[src/rtl/cordic_job_sequencer.sv]
// Bus host for the CORDIC Controller: accepts one job, loads operands, pulses START,
// waits for completion or timeout, then holds the captured result until it is taken.
module cordic_job_sequencer #(
   parameter int unsigned p_WIDTH             = 32,
   parameter int unsigned p_TIMEOUT           = 63,
   parameter int unsigned p_CNTRL_START       = 0,
   parameter int unsigned p_CNTRL_RSLT_INT_EN = 1,
   parameter int unsigned p_FLAG_READY        = 31,
   parameter int unsigned p_FLAG_INP_ERROR    = 30,
   parameter int unsigned p_FLAG_OVF_ERROR    = 29,
   parameter int unsigned p_FLAG_X_OV         = 28,
   parameter int unsigned p_FLAG_Y_OV         = 27,
   parameter int unsigned p_FLAG_Z_OV         = 26
) (
   input  logic               clk,
   input  logic               rst,
   input  logic               jobValid,
   output logic               jobReady,
   input  logic [p_WIDTH-1:0] jobX,
   input  logic [p_WIDTH-1:0] jobY,
   input  logic [p_WIDTH-1:0] jobZ,
   input  logic [p_WIDTH-1:0] jobCtrl,
   output logic [p_WIDTH-1:0] xInput,
   output logic [p_WIDTH-1:0] yInput,
   output logic [p_WIDTH-1:0] zInput,
   output logic [p_WIDTH-1:0] controlRegisterInput,
   input  logic [p_WIDTH-1:0] xOutput,
   input  logic [p_WIDTH-1:0] yOutput,
   input  logic [p_WIDTH-1:0] zOutput,
   input  logic [p_WIDTH-1:0] controlRegisterOutput,
   input  logic               interrupt,
   output logic               rsltValid,
   input  logic               rsltReady,
   output logic [p_WIDTH-1:0] rsltX,
   output logic [p_WIDTH-1:0] rsltY,
   output logic [p_WIDTH-1:0] rsltZ,
   output logic [5:0]         rsltFlags,
   output logic               rsltTimeout,
   output logic [15:0]        rsltCycles
);

   localparam logic [p_WIDTH-1:0] START_MASK  = {{(p_WIDTH-1){1'b0}}, 1'b1} << p_CNTRL_START;
   localparam logic [15:0]        TIMEOUT_CNT = 16'(p_TIMEOUT);

   typedef enum logic [2:0] {
      S_IDLE  = 3'd0,
      S_LOAD  = 3'd1,
      S_START = 3'd2,
      S_WAIT  = 3'd3,
      S_HOLD  = 3'd4
   } state_t;

   state_t             state_q, state_d;
   logic [p_WIDTH-1:0] x_in_q, x_in_d, y_in_q, y_in_d, z_in_q, z_in_d;
   logic [p_WIDTH-1:0] ctrl_q, ctrl_d;
   logic               start_q, start_d;
   logic               job_ready_q, job_ready_d;
   logic               rslt_valid_q, rslt_valid_d;
   logic [p_WIDTH-1:0] rslt_x_q, rslt_x_d, rslt_y_q, rslt_y_d, rslt_z_q, rslt_z_d;
   logic [5:0]         flags_q, flags_d;
   logic               timeout_q, timeout_d;
   logic [15:0]        cycles_q, cycles_d;
   logic [15:0]        wait_cnt_q, wait_cnt_d;

   logic               done_raw;
   logic               capture;
   logic [5:0]         flags_now;
   logic               unused_ctrl_out;

   // Completion uses the registered control word so the enable cannot change mid-job.
   assign done_raw  = interrupt |
                      (~ctrl_q[p_CNTRL_RSLT_INT_EN] & controlRegisterOutput[p_FLAG_READY]);
   assign flags_now = {controlRegisterOutput[p_FLAG_READY],
                       controlRegisterOutput[p_FLAG_INP_ERROR],
                       controlRegisterOutput[p_FLAG_OVF_ERROR],
                       controlRegisterOutput[p_FLAG_X_OV],
                       controlRegisterOutput[p_FLAG_Y_OV],
                       controlRegisterOutput[p_FLAG_Z_OV]};
   assign unused_ctrl_out = ^controlRegisterOutput;

   always_comb begin
      // NOTE: every next-state variable gets its hold value first; a branch that
      // forgets one then keeps the register instead of inferring a latch.
      state_d    = state_q;
      x_in_d     = x_in_q;
      y_in_d     = y_in_q;
      z_in_d     = z_in_q;
      ctrl_d     = ctrl_q;
      rslt_x_d   = rslt_x_q;
      rslt_y_d   = rslt_y_q;
      rslt_z_d   = rslt_z_q;
      flags_d    = flags_q;
      timeout_d  = timeout_q;
      cycles_d   = cycles_q;
      wait_cnt_d = wait_cnt_q;
      capture    = 1'b0;

      case (state_q)
         S_IDLE: begin
            if (jobValid && job_ready_q) begin
               x_in_d  = jobX;
               y_in_d  = jobY;
               z_in_d  = jobZ;
               ctrl_d  = jobCtrl & ~START_MASK;
               state_d = S_LOAD;
            end
         end
         S_LOAD:  state_d = S_START;
         S_START: begin
            wait_cnt_d = 16'd1;
            state_d    = S_WAIT;
         end
         S_WAIT: begin
            wait_cnt_d = (wait_cnt_q == 16'hFFFF) ? wait_cnt_q : wait_cnt_q + 16'd1;
            // The first WAIT cycle may still see interrupt/ready from the previous job.
            if (done_raw && (wait_cnt_q >= 16'd2)) begin
               capture   = 1'b1;
               timeout_d = 1'b0;
            end else if (wait_cnt_q == TIMEOUT_CNT) begin
               capture   = 1'b1;
               timeout_d = 1'b1;
            end
            if (capture) begin
               rslt_x_d = xOutput;
               rslt_y_d = yOutput;
               rslt_z_d = zOutput;
               flags_d  = flags_now;
               cycles_d = wait_cnt_q;
               state_d  = S_HOLD;
            end
         end
         S_HOLD: begin
            if (rsltReady) state_d = S_IDLE;
         end
         default: state_d = S_IDLE;
      endcase

      start_d      = (state_d == S_START);
      job_ready_d  = (state_d == S_IDLE);
      rslt_valid_d = (state_d == S_HOLD);
   end

   // NOTE: state is updated with non-blocking assignments so every register samples
   // the pre-edge values, independent of statement order.
   always_ff @(posedge clk) begin
      if (rst) begin
         state_q      <= S_IDLE;
         x_in_q       <= '0;
         y_in_q       <= '0;
         z_in_q       <= '0;
         ctrl_q       <= '0;
         start_q      <= 1'b0;
         job_ready_q  <= 1'b0;
         rslt_valid_q <= 1'b0;
         rslt_x_q     <= '0;
         rslt_y_q     <= '0;
         rslt_z_q     <= '0;
         flags_q      <= '0;
         timeout_q    <= 1'b0;
         cycles_q     <= '0;
         wait_cnt_q   <= '0;
      end else begin
         state_q      <= state_d;
         x_in_q       <= x_in_d;
         y_in_q       <= y_in_d;
         z_in_q       <= z_in_d;
         ctrl_q       <= ctrl_d;
         start_q      <= start_d;
         job_ready_q  <= job_ready_d;
         rslt_valid_q <= rslt_valid_d;
         rslt_x_q     <= rslt_x_d;
         rslt_y_q     <= rslt_y_d;
         rslt_z_q     <= rslt_z_d;
         flags_q      <= flags_d;
         timeout_q    <= timeout_d;
         cycles_q     <= cycles_d;
         wait_cnt_q   <= wait_cnt_d;
      end
   end

   assign jobReady             = job_ready_q;
   assign rsltValid            = rslt_valid_q;
   assign xInput               = x_in_q;
   assign yInput               = y_in_q;
   assign zInput               = z_in_q;
   assign controlRegisterInput = ctrl_q | (start_q ? START_MASK : '0);
   assign rsltX                = rslt_x_q;
   assign rsltY                = rslt_y_q;
   assign rsltZ                = rslt_z_q;
   assign rsltFlags            = flags_q;
   assign rsltTimeout          = timeout_q;
   assign rsltCycles           = cycles_q;

endmodule

[config.mk]
export PLATFORM = sky130hd
export DESIGN_NAME = cordic_job_sequencer
export DESIGN_NICKNAME = d
export VERILOG_FILES = /design/src/rtl/cordic_job_sequencer.sv
export SDC_FILE = /design/constraint.sdc
export NUM_CORES = 1
export LEC_CHECK = 0
export CAP_MARGIN = 0
export CORE_AREA = 2 2 200 202
export DETAILED_ROUTE_END_ITERATION = 10
export DIE_AREA = 0 0 202 204
export DONT_BUFFER_PORTS = 1
export HOLD_SLACK_MARGIN = 0.06
export SETUP_SLACK_MARGIN = 0.3
export SYNTH_ARGS = -nofsm -noshare
export SYNTH_HDL_FRONTEND = slang
export SYNTH_SLANG_ARGS = --single-unit
[constraint.sdc]
create_clock -name clk -period 4.38 [get_ports clk]
set_input_delay 0.657 -clock clk [delete_from_list [all_inputs] [get_ports clk]]
set_output_delay 0.657 -clock clk [all_outputs]
set_load 0.005 [all_outputs]
==> results.md <==
* Sequential share of power at 0.494
* Boundary Pins at about 500
* Comb power frac at 0.050
* Top_reg_cell synth: dfxtp_1
* Worst rel slew slack at 0.405
* Post-CTS setup buffer count at 0
* Clock latency on the worst-skew pair at around 0.55 ns
* Final Hold Viols at 0
* Antenna Violating Nets Remaining at 0
* Detailed Route Iter0 Violations at ~450
* Setup Skew at ~0.010 ns
* Total chip power at between 5 and 6 mW
* Fin Hold WS at approximately 0.24 ns
* Clock tree sinks at 268
* I/O Buffers at 0
* Pre-CTS setup slack at between 1.5 and 2 ns
* Hold Crit Class: in -> reg
* Mapped Cells at 1210
* First-pass GRT wire length at between 40000 and 50000 um
* Fin crit share at 0.601
* Final net count at about 1.4k
* Fmax at approximately 0.38 GHz
* WP data arrival at 3.10 ns
* GR met3 Demand/Resource at 0.0466
* Top cells by area, synth: dfxtp_1, nand2b_1, mux2i_1
* Switching Power at 1.19 mW
* CTS tree: yes
* EDFF count, synth at 0
* Final Max Tran Viols at 0
* GP Congestion at roughly 0.79
* Async S/R FF share, synth at 0
* Die width at 202 um
* Clk root buf: clkbuf_16
* Share of layout cells above drive strength 1 at 0.0483
* Total wire length at 28100 um
* Area after detailed placement at 11200 um^2
* Met1 Use GR at 0.144
* DIE AREA at 41200 um^2
* Yosys synthesis warning count at 0
* H-tree levels at 1
* GRT Residual Overflow at 0
* Resized Gates After CTS at 0
* Cell Rows at between 70 and 80
* CTS max path bufs at 3
* Sw frac at 0.227
* TritonCTS Buffers at 28
* Cell Pwr Density at 434 nW/um^2
* Starting density of the core at 0.276
* Max VDD drop at about 280 uV
* Final setup fails at 0
* DRC violations left at 0
* Drt pass-1 iters at 4
* Crit end category: flop
* Leakage at a little under 5 nW
* Core Region at 39200 um^2
* Largest net degree at the start of global routing at between 300 and 400
* Max_cap viols at 0
* Worst Setup Start Kind: flop
* RSZ-0062 raised after global routing: no
* Gr usage total at 0.124
* Area leader, netlist: dfxtp_1
* Synth cell types at 45
* Sequential fraction of the synthesis area at 0.496
* Final core area utilization at 0.309
* Die Height at just over 200 um
* CTS clock-pin slew for the worst setup and hold paths at about 0.06 ns
* Reg-to-reg setup timing slack at between 1.5 and 2 ns
* GRT busiest layer: met2
* WL/cell at 16.5 um
* Fillers at 4096
* Antenna violations before repair at 0
* Met2 GRT Util at 0.209
* PnR worst setup slack at ~1.7 ns
* Outcome: completed
* Crit Path Max Fanout at 25
* Yosys reg bits at roughly 270
* Clock period minus worst slack at about 2.6 ns
* Dpl cells at around 1.7k
* Vias in the first global route at about 7.6k
* Critical path class: reg -> reg
* # hold bufs at CTS at 0
* Post-route design area at between 10000 and 15000 um^2
* Pint at approximately 4.1 mW
* Synthesis-to-layout area growth at 11.9%
* Vias/cell at between 4 and 5
* Post-DP HPWL at about 20000 um
* Synth Area per Inst at about 9 um^2
* Critical Path RT at between 4 and 5 ns
* Post-route insts no fill at roughly 1.7k
* Setup TNS at 0 ns
* Worst-Margin Slew at about 0.89 ns
* Clock power frac at 0.456
* Area of the mapped netlist at ~11000 um^2
* Vias at between 8k and 9k
* Syn nets at 1473
* Post-synth top area share at 0.496
==> cell usage in the layout (no fill, tap or decap), types with 3 or more instances in the layout <==
master / count
dfxtp_1: 268
nand2_1: 267
nand2b_1: 235
a21oi_1: 143
mux2i_1: 120
clkbuf_16: 29
clkbuf_8: 10
nor2_1: 8
or3_1: 8
or4_1: 7
nand3_1: 7
o31ai_1: 6
o21ai_0: 6
clkbuf_1: 6
nand4_1: 5
nor3_1: 4
buf_4: 4
nor2b_1: 3
and4_1: 3
a2111o_1: 3
clkinv_2: 3
buf_12: 3
==> path summary, 6_finish.rpt <==
path / from / endpoint / depth (start not counted)
hold reg to reg: xInput[4]$_SDFFE_PP0P_ / xInput[4]$_SDFFE_PP0P_ / 2
setup / recovery: wait_cnt_q[15]$_SDFFE_PP0P_ / rsltY[8]$_SDFFE_PP0P_ / 5
setup reg to reg: wait_cnt_q[15]$_SDFFE_PP0P_ / rsltY[8]$_SDFFE_PP0P_ / 5
hold / removal: jobCtrl[6] / ctrl_q[6]$_SDFFE_PP0P_ / 2
==> power groups by stage <==
stage	combinational, mW	clock, mW	sequential (mW)
2_1_floorplan	0.255	0	2.62
3_3_place_gp	0.258	0	2.64
3_5_place_dp	0.270	0	2.64
4_1_cts	0.270	2.47	2.59
5_1_grt	0.300	2.56	2.60
6_report	0.265	2.39	2.59
==> synthesized netlist by cell type, drive strengths merged, types with 2 or more instances <==
library cell  count
clkbuf           69
inv               2
o21ai             6
nand3b            2
nor2b             3
or4               8
nand2b          235
a2111o            3
and4b             2
buf              18
dfxtp           268
nor3              4
and4              3
nand3             7
o31ai             6
a21oi           143
mux2i           120
or3               8
ha                2
nand4             5
o21bai            2
nor2              8
nand2           267
nor4              4
==> routing by layer <==
| metal | share of wire | up-vias |
|---|---|---|
| li1 | - | 3891 |
| met1 | 0.40 | 3720 |
| met2 | 0.46 | 372 |
| met3 | 0.11 | 50 |
| met4 | 0.026 | 0 |
| met5 | 0 | - |
==> area by class of cell <==
class / instances / area [um^2] / area share
antenna: 1 / 2.50 / 0.000207
clock buffer: 45 / 886 / 0.0732
clock inverter: 5 / 52.6 / 0.00434
inverter: 2 / 7.51 / 0.000621
multi-input combinational: 853 / 5040 / 0.416
sequential: 268 / 5370 / 0.443
tap: 525 / 657 / 0.0543
timing repair buffer: 7 / 90.1 / 0.00745
==> critical path: stages, from the launching register on <==
cell	delay, ns
dfxtp_1	0.36
or4_1	0.63
nor4_4	0.41
a2bb2oi_4	0.41
buf_4	0.46
mux2i_1	0.25
==> flip-flops by register name, summed over array words and instances, names as in the netlist <==
name / flops
ctrl_q: 31
jobReady: 1
rsltCycles: 16
rsltFlags: 6
rsltTimeout: 1
rsltValid: 1
rsltX: 32
rsltY: 32
rsltZ: 32
start_q: 1
state_q: 3
wait_cnt_q: 16
xInput: 32
yInput: 32
zInput: 32
==> kinds of logic (layout without fill, tap and decap cells) <==
group           Yosys count  count (layout)  synth area share
simple gates            562             562             0.266
flops                   268             268             0.496
compound gates          168             168            0.0844
mux                     121             121             0.112
buf+inv                  89              59            0.0390
fa+ha+maj                 2               2           0.00231
other cells               0               1                 0
No activity file was read; power rests on OpenSTA's default activity.
